`src/rtl/alu_share_if.sv`:
```
// Bundle of requester, ALU and arbiter-output signals for the shared-ALU arbiter.
// The arbiter connects through the slave modport; requesters and the ALU model use master.
interface alu_share_if #(
  parameter int W = 32
);
  logic         req_a;
  logic [2:0]   op_a;
  logic [W-1:0] a_a;
  logic [W-1:0] b_a;
  logic         req_b;
  logic [2:0]   op_b;
  logic [W-1:0] a_b;
  logic [W-1:0] b_b;
  logic [W-1:0] alu_result;
  logic         alu_zero;
  logic [2:0]   alu_op;
  logic [W-1:0] alu_a;
  logic [W-1:0] alu_b;
  logic         gnt_a;
  logic         gnt_b;
  logic         done_a;
  logic         done_b;
  logic [W-1:0] result;
  logic         zero;
  logic         busy;

  modport slave (
    input  req_a, op_a, a_a, b_a, req_b, op_b, a_b, b_b, alu_result, alu_zero,
    output alu_op, alu_a, alu_b, gnt_a, gnt_b, done_a, done_b, result, zero, busy
  );

  modport master (
    output req_a, op_a, a_a, b_a, req_b, op_b, a_b, b_b, alu_result, alu_zero,
    input  alu_op, alu_a, alu_b, gnt_a, gnt_b, done_a, done_b, result, zero, busy
  );
endinterface

```
`src/rtl/alu_share_arbiter.sv`:
```
// Round-robin arbiter sharing one ALU between the fetch path (A) and execute path (B).
// Each operation runs IDLE -> EXEC -> DONE; the winner gets result/zero with a one-cycle done pulse.
module alu_share_arbiter #(
  parameter int W = 32
) (
  input logic        clk,
  input logic        rst,
  alu_share_if.slave arb_if
);

  typedef enum logic [1:0] {
    IDLE = 2'd0,
    EXEC = 2'd1,
    DONE = 2'd2
  } state_e;

  state_e       state_q, state_d;
  logic         last_q, last_d;       // 1: B won most recently
  logic [2:0]   op_q, op_d;
  logic [W-1:0] a_q, a_d;
  logic [W-1:0] b_q, b_d;
  logic [W-1:0] res_q, res_d;
  logic         zero_q, zero_d;
  logic         gnt_a_q, gnt_a_d;
  logic         gnt_b_q, gnt_b_d;
  logic         done_a_q, done_a_d;
  logic         done_b_q, done_b_d;
  logic         win_b;

  always_ff @(posedge clk) begin
    if (rst) begin
      state_q  <= IDLE;
      last_q   <= 1'b1;
      op_q     <= '0;
      a_q      <= '0;
      b_q      <= '0;
      res_q    <= '0;
      zero_q   <= 1'b0;
      gnt_a_q  <= 1'b0;
      gnt_b_q  <= 1'b0;
      done_a_q <= 1'b0;
      done_b_q <= 1'b0;
    end else begin
      state_q  <= state_d;
      last_q   <= last_d;
      op_q     <= op_d;
      a_q      <= a_d;
      b_q      <= b_d;
      res_q    <= res_d;
      zero_q   <= zero_d;
      gnt_a_q  <= gnt_a_d;
      gnt_b_q  <= gnt_b_d;
      done_a_q <= done_a_d;
      done_b_q <= done_b_d;
    end
  end

  always_comb begin
    state_d  = state_q;
    last_d   = last_q;
    op_d     = op_q;
    a_d      = a_q;
    b_d      = b_q;
    res_d    = res_q;
    zero_d   = zero_q;
    gnt_a_d  = gnt_a_q;
    gnt_b_d  = gnt_b_q;
    done_a_d = done_a_q;
    done_b_d = done_b_q;
    // B wins when it is alone, or when both ask and A went last
    win_b    = arb_if.req_b && (!arb_if.req_a || !last_q);

    unique case (state_q)
      IDLE: begin
        if (arb_if.req_a || arb_if.req_b) begin
          op_d    = win_b ? arb_if.op_b : arb_if.op_a;
          a_d     = win_b ? arb_if.a_b  : arb_if.a_a;
          b_d     = win_b ? arb_if.b_b  : arb_if.b_a;
          last_d  = win_b;
          gnt_a_d = !win_b;
          gnt_b_d = win_b;
          state_d = EXEC;
        end
      end
      EXEC: begin
        res_d    = arb_if.alu_result;
        zero_d   = arb_if.alu_zero;
        done_a_d = gnt_a_q;
        done_b_d = gnt_b_q;
        state_d  = DONE;
      end
      DONE: begin
        done_a_d = 1'b0;
        done_b_d = 1'b0;
        gnt_a_d  = 1'b0;
        gnt_b_d  = 1'b0;
        state_d  = IDLE;
      end
      default: begin
        done_a_d = 1'b0;
        done_b_d = 1'b0;
        gnt_a_d  = 1'b0;
        gnt_b_d  = 1'b0;
        state_d  = IDLE;
      end
    endcase
  end

  assign arb_if.alu_op = op_q;
  assign arb_if.alu_a  = a_q;
  assign arb_if.alu_b  = b_q;
  assign arb_if.gnt_a  = gnt_a_q;
  assign arb_if.gnt_b  = gnt_b_q;
  assign arb_if.done_a = done_a_q;
  assign arb_if.done_b = done_b_q;
  assign arb_if.result = res_q;
  assign arb_if.zero   = zero_q;
  assign arb_if.busy   = (state_q != IDLE);

endmodule
```
`src/flat_wrapper.sv`:
```
// flat-port wrapper written by rule: the top's interface ports become plain ports
module alu_share_arbiter_flat 
#(
  parameter int W = 32
)
  (clk, rst, arb_if_req_a, arb_if_op_a, arb_if_a_a, arb_if_b_a, arb_if_req_b, arb_if_op_b, arb_if_a_b, arb_if_b_b, arb_if_alu_result, arb_if_alu_zero, arb_if_alu_op, arb_if_alu_a, arb_if_alu_b, arb_if_gnt_a, arb_if_gnt_b, arb_if_done_a, arb_if_done_b, arb_if_result, arb_if_zero, arb_if_busy);
  alu_share_if #(.W(W)) arb_if_i ();
  input logic clk;
  input logic rst;
  input wire logic [$bits(arb_if_i.req_a)-1:0] arb_if_req_a;
  input wire logic [$bits(arb_if_i.op_a)-1:0] arb_if_op_a;
  input wire logic [$bits(arb_if_i.a_a)-1:0] arb_if_a_a;
  input wire logic [$bits(arb_if_i.b_a)-1:0] arb_if_b_a;
  input wire logic [$bits(arb_if_i.req_b)-1:0] arb_if_req_b;
  input wire logic [$bits(arb_if_i.op_b)-1:0] arb_if_op_b;
  input wire logic [$bits(arb_if_i.a_b)-1:0] arb_if_a_b;
  input wire logic [$bits(arb_if_i.b_b)-1:0] arb_if_b_b;
  input wire logic [$bits(arb_if_i.alu_result)-1:0] arb_if_alu_result;
  input wire logic [$bits(arb_if_i.alu_zero)-1:0] arb_if_alu_zero;
  output wire logic [$bits(arb_if_i.alu_op)-1:0] arb_if_alu_op;
  output wire logic [$bits(arb_if_i.alu_a)-1:0] arb_if_alu_a;
  output wire logic [$bits(arb_if_i.alu_b)-1:0] arb_if_alu_b;
  output wire logic [$bits(arb_if_i.gnt_a)-1:0] arb_if_gnt_a;
  output wire logic [$bits(arb_if_i.gnt_b)-1:0] arb_if_gnt_b;
  output wire logic [$bits(arb_if_i.done_a)-1:0] arb_if_done_a;
  output wire logic [$bits(arb_if_i.done_b)-1:0] arb_if_done_b;
  output wire logic [$bits(arb_if_i.result)-1:0] arb_if_result;
  output wire logic [$bits(arb_if_i.zero)-1:0] arb_if_zero;
  output wire logic [$bits(arb_if_i.busy)-1:0] arb_if_busy;
  assign arb_if_i.req_a = arb_if_req_a;
  assign arb_if_i.op_a = arb_if_op_a;
  assign arb_if_i.a_a = arb_if_a_a;
  assign arb_if_i.b_a = arb_if_b_a;
  assign arb_if_i.req_b = arb_if_req_b;
  assign arb_if_i.op_b = arb_if_op_b;
  assign arb_if_i.a_b = arb_if_a_b;
  assign arb_if_i.b_b = arb_if_b_b;
  assign arb_if_i.alu_result = arb_if_alu_result;
  assign arb_if_i.alu_zero = arb_if_alu_zero;
  assign arb_if_alu_op = arb_if_i.alu_op;
  assign arb_if_alu_a = arb_if_i.alu_a;
  assign arb_if_alu_b = arb_if_i.alu_b;
  assign arb_if_gnt_a = arb_if_i.gnt_a;
  assign arb_if_gnt_b = arb_if_i.gnt_b;
  assign arb_if_done_a = arb_if_i.done_a;
  assign arb_if_done_b = arb_if_i.done_b;
  assign arb_if_result = arb_if_i.result;
  assign arb_if_zero = arb_if_i.zero;
  assign arb_if_busy = arb_if_i.busy;
  alu_share_arbiter #(.W(W)) u_core (.clk(clk), .rst(rst), .arb_if(arb_if_i));
endmodule
```
`config.mk`:
```
export PLATFORM = sky130hd
export DESIGN_NAME = alu_share_arbiter_flat
export DESIGN_NICKNAME = d
export VERILOG_FILES = /design/src/rtl/alu_share_if.sv /design/src/rtl/alu_share_arbiter.sv /design/src/flat_wrapper.sv
export SDC_FILE = /design/constraint.sdc
export NUM_CORES = 1
export LEC_CHECK = 0
export ABC_AREA = 1
export CAP_MARGIN = 20
export CORE_ASPECT_RATIO = 1.2
export CORE_UTILIZATION = 41
export DETAILED_ROUTE_END_ITERATION = 16
export PLACE_DENSITY = 0.87
export SLEW_MARGIN = 20
export SYNTH_ARGS = -nofsm -noshare
export SYNTH_HDL_FRONTEND = slang
export SYNTH_SLANG_ARGS = --single-unit
export TNS_END_PERCENT = 20
```
`constraint.sdc`:
```
create_clock -name clk -period 2.5 [get_ports clk]
set_clock_uncertainty 0.05 [all_clocks]
set_input_delay 0.5 -clock clk [delete_from_list [all_inputs] [get_ports clk]]
set_output_delay 0.5 -clock clk [all_outputs]
set_load 0.005 [all_outputs]
```
### After elaboration in Yosys (flattened, before gate mapping)

Index checks and enable logic that the tools add are counted.

| storage, ports and cells | value |
|---|---|
| memory bits (read-only) | 0 |
| bits in registers | 107 |
| output and inout port bits | 105 |
| input port bits | 171 |
| memories | 0 |
| bits in latches | 0 |
| bits in writable memories | 0 |
| logic and storage cells | 35 |

| cells by class | value |
|---|---|
| reductions and logical operators | 10 |
| multiply operators | 0 |
| eq/ne operators | 2 |
| bitwise logic cells | 1 |
| shift operators | 0 |
| div/mod/pow operators | 0 |
| order comparisons | 0 |
| muxes and demuxes | 11 |
| add/subtract/negate cells | 0 |

Operators with widths:

| operator | count |
|---|---|
| 32-bit 2-to-1 mux | 2 |
| 1-bit one-hot mux with 2 select lines | 4 |
| 2-bit one-hot mux with 2 select lines | 1 |
| 2-bit AND reduction | 2 |
| 1-bit zero test | 3 |
| 3-bit 2-to-1 mux | 1 |
| 2-bit by 1-bit == test with 1-bit output, second input constant | 1 |
| 2-bit zero test | 1 |
| 1-bit logical OR | 2 |
| 1-bit 2-to-1 mux | 2 |
| 2-bit 2-to-1 mux | 1 |
| 2-bit by 1-bit inequality test with 1-bit output, second input constant | 1 |
| 2-bit nonzero test | 1 |
| 1-bit logical AND | 1 |
| 1-bit inverter | 1 |

### Depth between registers and ports, before layout

| depth | value |
|---|---|
| depth in word-level cells | 6 |
| depth in mapped cells | 8 |
| gate-level depth less buffers | 6 |

### Worst setup path after synthesis

OpenSTA, ideal clock, no wires.

| path | value |
|---|---|
| path type | input port to flip-flop |
| start | input port arb_if_req_b |
| end | register u_core.b_q[22], in the netlist u_core.arb_if.alu_b[22] |
| data required time | 2318 ps |
| arrival time | 1293 ps |
| buffers on the path | 3 |
| setup time | 132 ps |
| slack | 1024 ps |
| cell stages on the path | 7 |
| cells stage by stage | buf_4 > o21ai_4 > inv_2 > buf_6 > buf_4 > nand2_1 > a21oi_1 |

| on the way | value |
|---|---|
| cells in the longest elaborated chain, start to end | 2 |
| elaborated cells between the ends (all ways) | 4 |
| those cells by class | mux (1); reduce/logical (3) |

RTL lines:

| what | RTL line | text |
|---|---|---|
| start, declared | flat_wrapper.sv:14 | `input wire logic [$bits(arb_if_i.req_b)-1:0] arb_if_req_b;` |
| 1-bit logical AND / 1-bit logical OR (equally long branches) | alu_share_arbiter.sv:71, alu_share_arbiter.sv:75 |  |
| 32-bit 2-to-1 mux / 2-bit AND reduction (equally long branches) | - |  |
| end signal, assigned | alu_share_arbiter.sv:36 | `b_q <= '0;` |
| end signal, assigned | alu_share_arbiter.sv:48 | `b_q <= b_d;` |
| end, declared | alu_share_arbiter.sv:21 | `logic [W-1:0] b_q, b_d;` |

Parallel ways exist; a longest one is shown, timed or not.
A chain may end at the register's enable or synchronous reset.

### Worst setup path in the final report

| path | value |
|---|---|
| start | register u_core.state_q[1] |
| end | output port arb_if_busy |

| on the way | value |
|---|---|
| cells in the longest elaborated chain, start to end | 1 |

RTL lines:

| what | RTL line | text |
|---|---|---|
| start, declared | alu_share_arbiter.sv:17 | `state_e state_q, state_d;` |
| start signal, assigned | alu_share_arbiter.sv:44 | `state_q <= state_d;` |
| 2-bit nonzero test | alu_share_arbiter.sv:118 | `assign arb_if.busy = (state_q != IDLE);` |
| end, declared | flat_wrapper.sv:29 | `output wire logic [$bits(arb_if_i.busy)-1:0] arb_if_busy;` |

Every way passes these cells.

==> run metrics <==
drt pass-1 iters 4; crit path launch type register; Post-Route Setup TNS 0 ns; post-synthesis sequential area ratio 46.07%; clock sinks 107; Peak Freq 0.4978 GHz; yosys warns 0; number of DRC markers in iteration 0 250; All-Layer GR Usage 25.79%; minimum clock period after layout 2.009 ns; slowest CP cell clkdlybuf4s50_1; critical path class reg -> out; Worst Hold Class reg -> reg; # Post-CTS Setup Buffers 0; Clock Pin Slew Worst Setup and Hold Paths 0.08 ns; PostCTS Resize Cnt 0; fillers 928; CORE AREA 11040 µm²; Worst Path Required 1.95 ns; DP HPWL 11010 µm; WL final 15670 µm; gp weighted congestion 0.8590; Max IR drop VDD 0.3899 mV; CP cell instances nor2_4 > inv_1 > clkdlybuf4s50_1; Final setup viols 0; CP top delay family buffers and inverters; Worst Tran Pin Value 1.034 ns; worst stage delay on the critical path 0.48 ns; Area Overhead vs Synth 65.98%; utilization after layout 69.93%; leak pwr 0.003266 µW; pwr/cell area 584.7 nW/µm²; Final Power 4512 µW; ratio of cells with drive above 1 in the final layout 3.932%; Syn Inst Count 690; drt wl/cell 14.59 µm; synthesized cell area 4649 µm²; maxcap violations 0; hold_buf cts 0; top cells by area, synth dfxtp_1, nand2_1, a21oi_1, nand3_1, nor2_1; first-pass GRT wire length 24290 µm; hold slack final 0.4129 ns; FF-to-FF setup slack 0.91 ns; DIE AREA 11770 µm²; Yosys cell types 18; Mapped Nets 861; status completed; RSZ-0062 raised after global routing false; CTS Buf Count 9; most frequent cells in the layout nand2_1, clkdlybuf4s50_1, dfxtp_1; CTS tree built; starting density of the core 42.13%; buffer depth of the longest clock path 2; H-Tree Depth 3; die span in x 99.21 µm; nets 1107; Mean Syn Cell Area 6.738 µm²; grt ovf 0; Die Y 118.7 µm; fin crit share 80.36%; most common cell after layout, fill and taps aside nand2_1; Worst Path Max Fanout 5; worst-skew pair later-pin latency 0.34 ns; fin. max-slew vios 0; I/O Pins 276; crit end category primary output; Slew Limit Headroom 31.02%; largest net degree at the start of global routing 73; antenna violations before repair 1; port bufs 275; cell taking the most area after synthesis dfxtp_1; Vias/cell 5.004; vias in the first global route 4823; area occupied by multi-input gates 2211 µm²; # DRC 0; Vias 5374; Routed Antenna Nets 0; crit path DAT 1.46 ns; share of the synthesized area in the top cell type 46.07%; Sequential Area 2142 µm²; Hold Fails Final Rpt 0; Root Buffer clkbuf_16; Buf/Inv on CP 2; flops & latches, synth 107; num rows 42
area by class of cell:
class                   instances  share of cell area [%]
clock buffers                   9                   2.918
diodes                          1                 0.03243
inverters                       7                  0.3405
flip-flops and latches        107                   27.76
repair buffers                288                   37.29
multi-input cells             523                   28.65
well taps                     132                   2.140
clock inverters                 7                  0.8755
final timing paths:
kind / start / endpoint / depth (start not counted)
max: u_core.state_q[1]$_SDFFE_PP0P_ / arb_if_busy / 3
min: u_core.arb_if.alu_b[30]$_SDFFE_PP0P_ / u_core.arb_if.alu_b[30]$_SDFFE_PP0P_ / 2
max reg2reg: u_core.state_q[1]$_SDFFE_PP0P_ / u_core.arb_if.result[11]$_SDFFE_PP0N_ / 4
min reg2reg: u_core.arb_if.alu_b[30]$_SDFFE_PP0P_ / u_core.arb_if.alu_b[30]$_SDFFE_PP0P_ / 2
tightest hold or removal path, cell delays in order (launching register included):
cell,delay (ns)
dfxtp_1,0.31
nand2_1,0.06
a21oi_1,0.05
metal layers:
layer	vias to the layer above	GRT usage (%)	wire length, µm
li1	2697	-	-
met1	2426	29.62	6181
met2	224	44.88	7746
met4	0	10.20	371
met5	-	0	0
met3	27	7.096	1367
per-stage QoR:
step | setup slack (ns) | std cells | area [µm²]
floorplan | 1.024 | 690 | 4649
global placement | 0.4688 | 1057 | 7422
detailed placement | 0.4031 | 1057 | 7422
CTS | 0.4807 | 1073 | 7715
global route | 0.4354 | 1074 | 7717
finish | 0.4911 | 1074 | 7717
cell usage after synthesis:
cell type	number
nand2_1	275
dfxtp_1	107
a21oi_1	71
nand3_1	71
nor2_1	67
o21ai_0	33
clkbuf_1	21
buf_2	18
buf_4	9
inv_1	6
buf_1	3
buf_6	2
nand2_2	2
inv_2	1
nor2_2	1
nor2_4	1
o21ai_1	1
o21ai_4	1
cell families after synthesis:
family / synth area share, %
simple gates: 35.90
compound gates: 11.65
buf+inv: 6.378
flops: 46.07
report_power, final:
part / switching, µW / leakage, µW / internal (µW)
Sequential: 76.4 / 0.000881 / 1860
Clock: 699 / 0.000142 / 706
Combinational: 520 / 0.00224 / 654
flip-flops by register name, summed over array words and instances (netlist names):
register / cells
u_core.arb_if.alu_op: 3
u_core.state_q: 2
u_core.arb_if.done_b: 1
u_core.arb_if.alu_a: 32
u_core.arb_if.zero: 1
u_core.arb_if.gnt_a: 1
u_core.arb_if.gnt_b: 1
u_core.arb_if.result: 32
u_core.arb_if.done_a: 1
u_core.arb_if.alu_b: 32
u_core.last_q: 1
No activity file was read; power rests on OpenSTA's default activity.
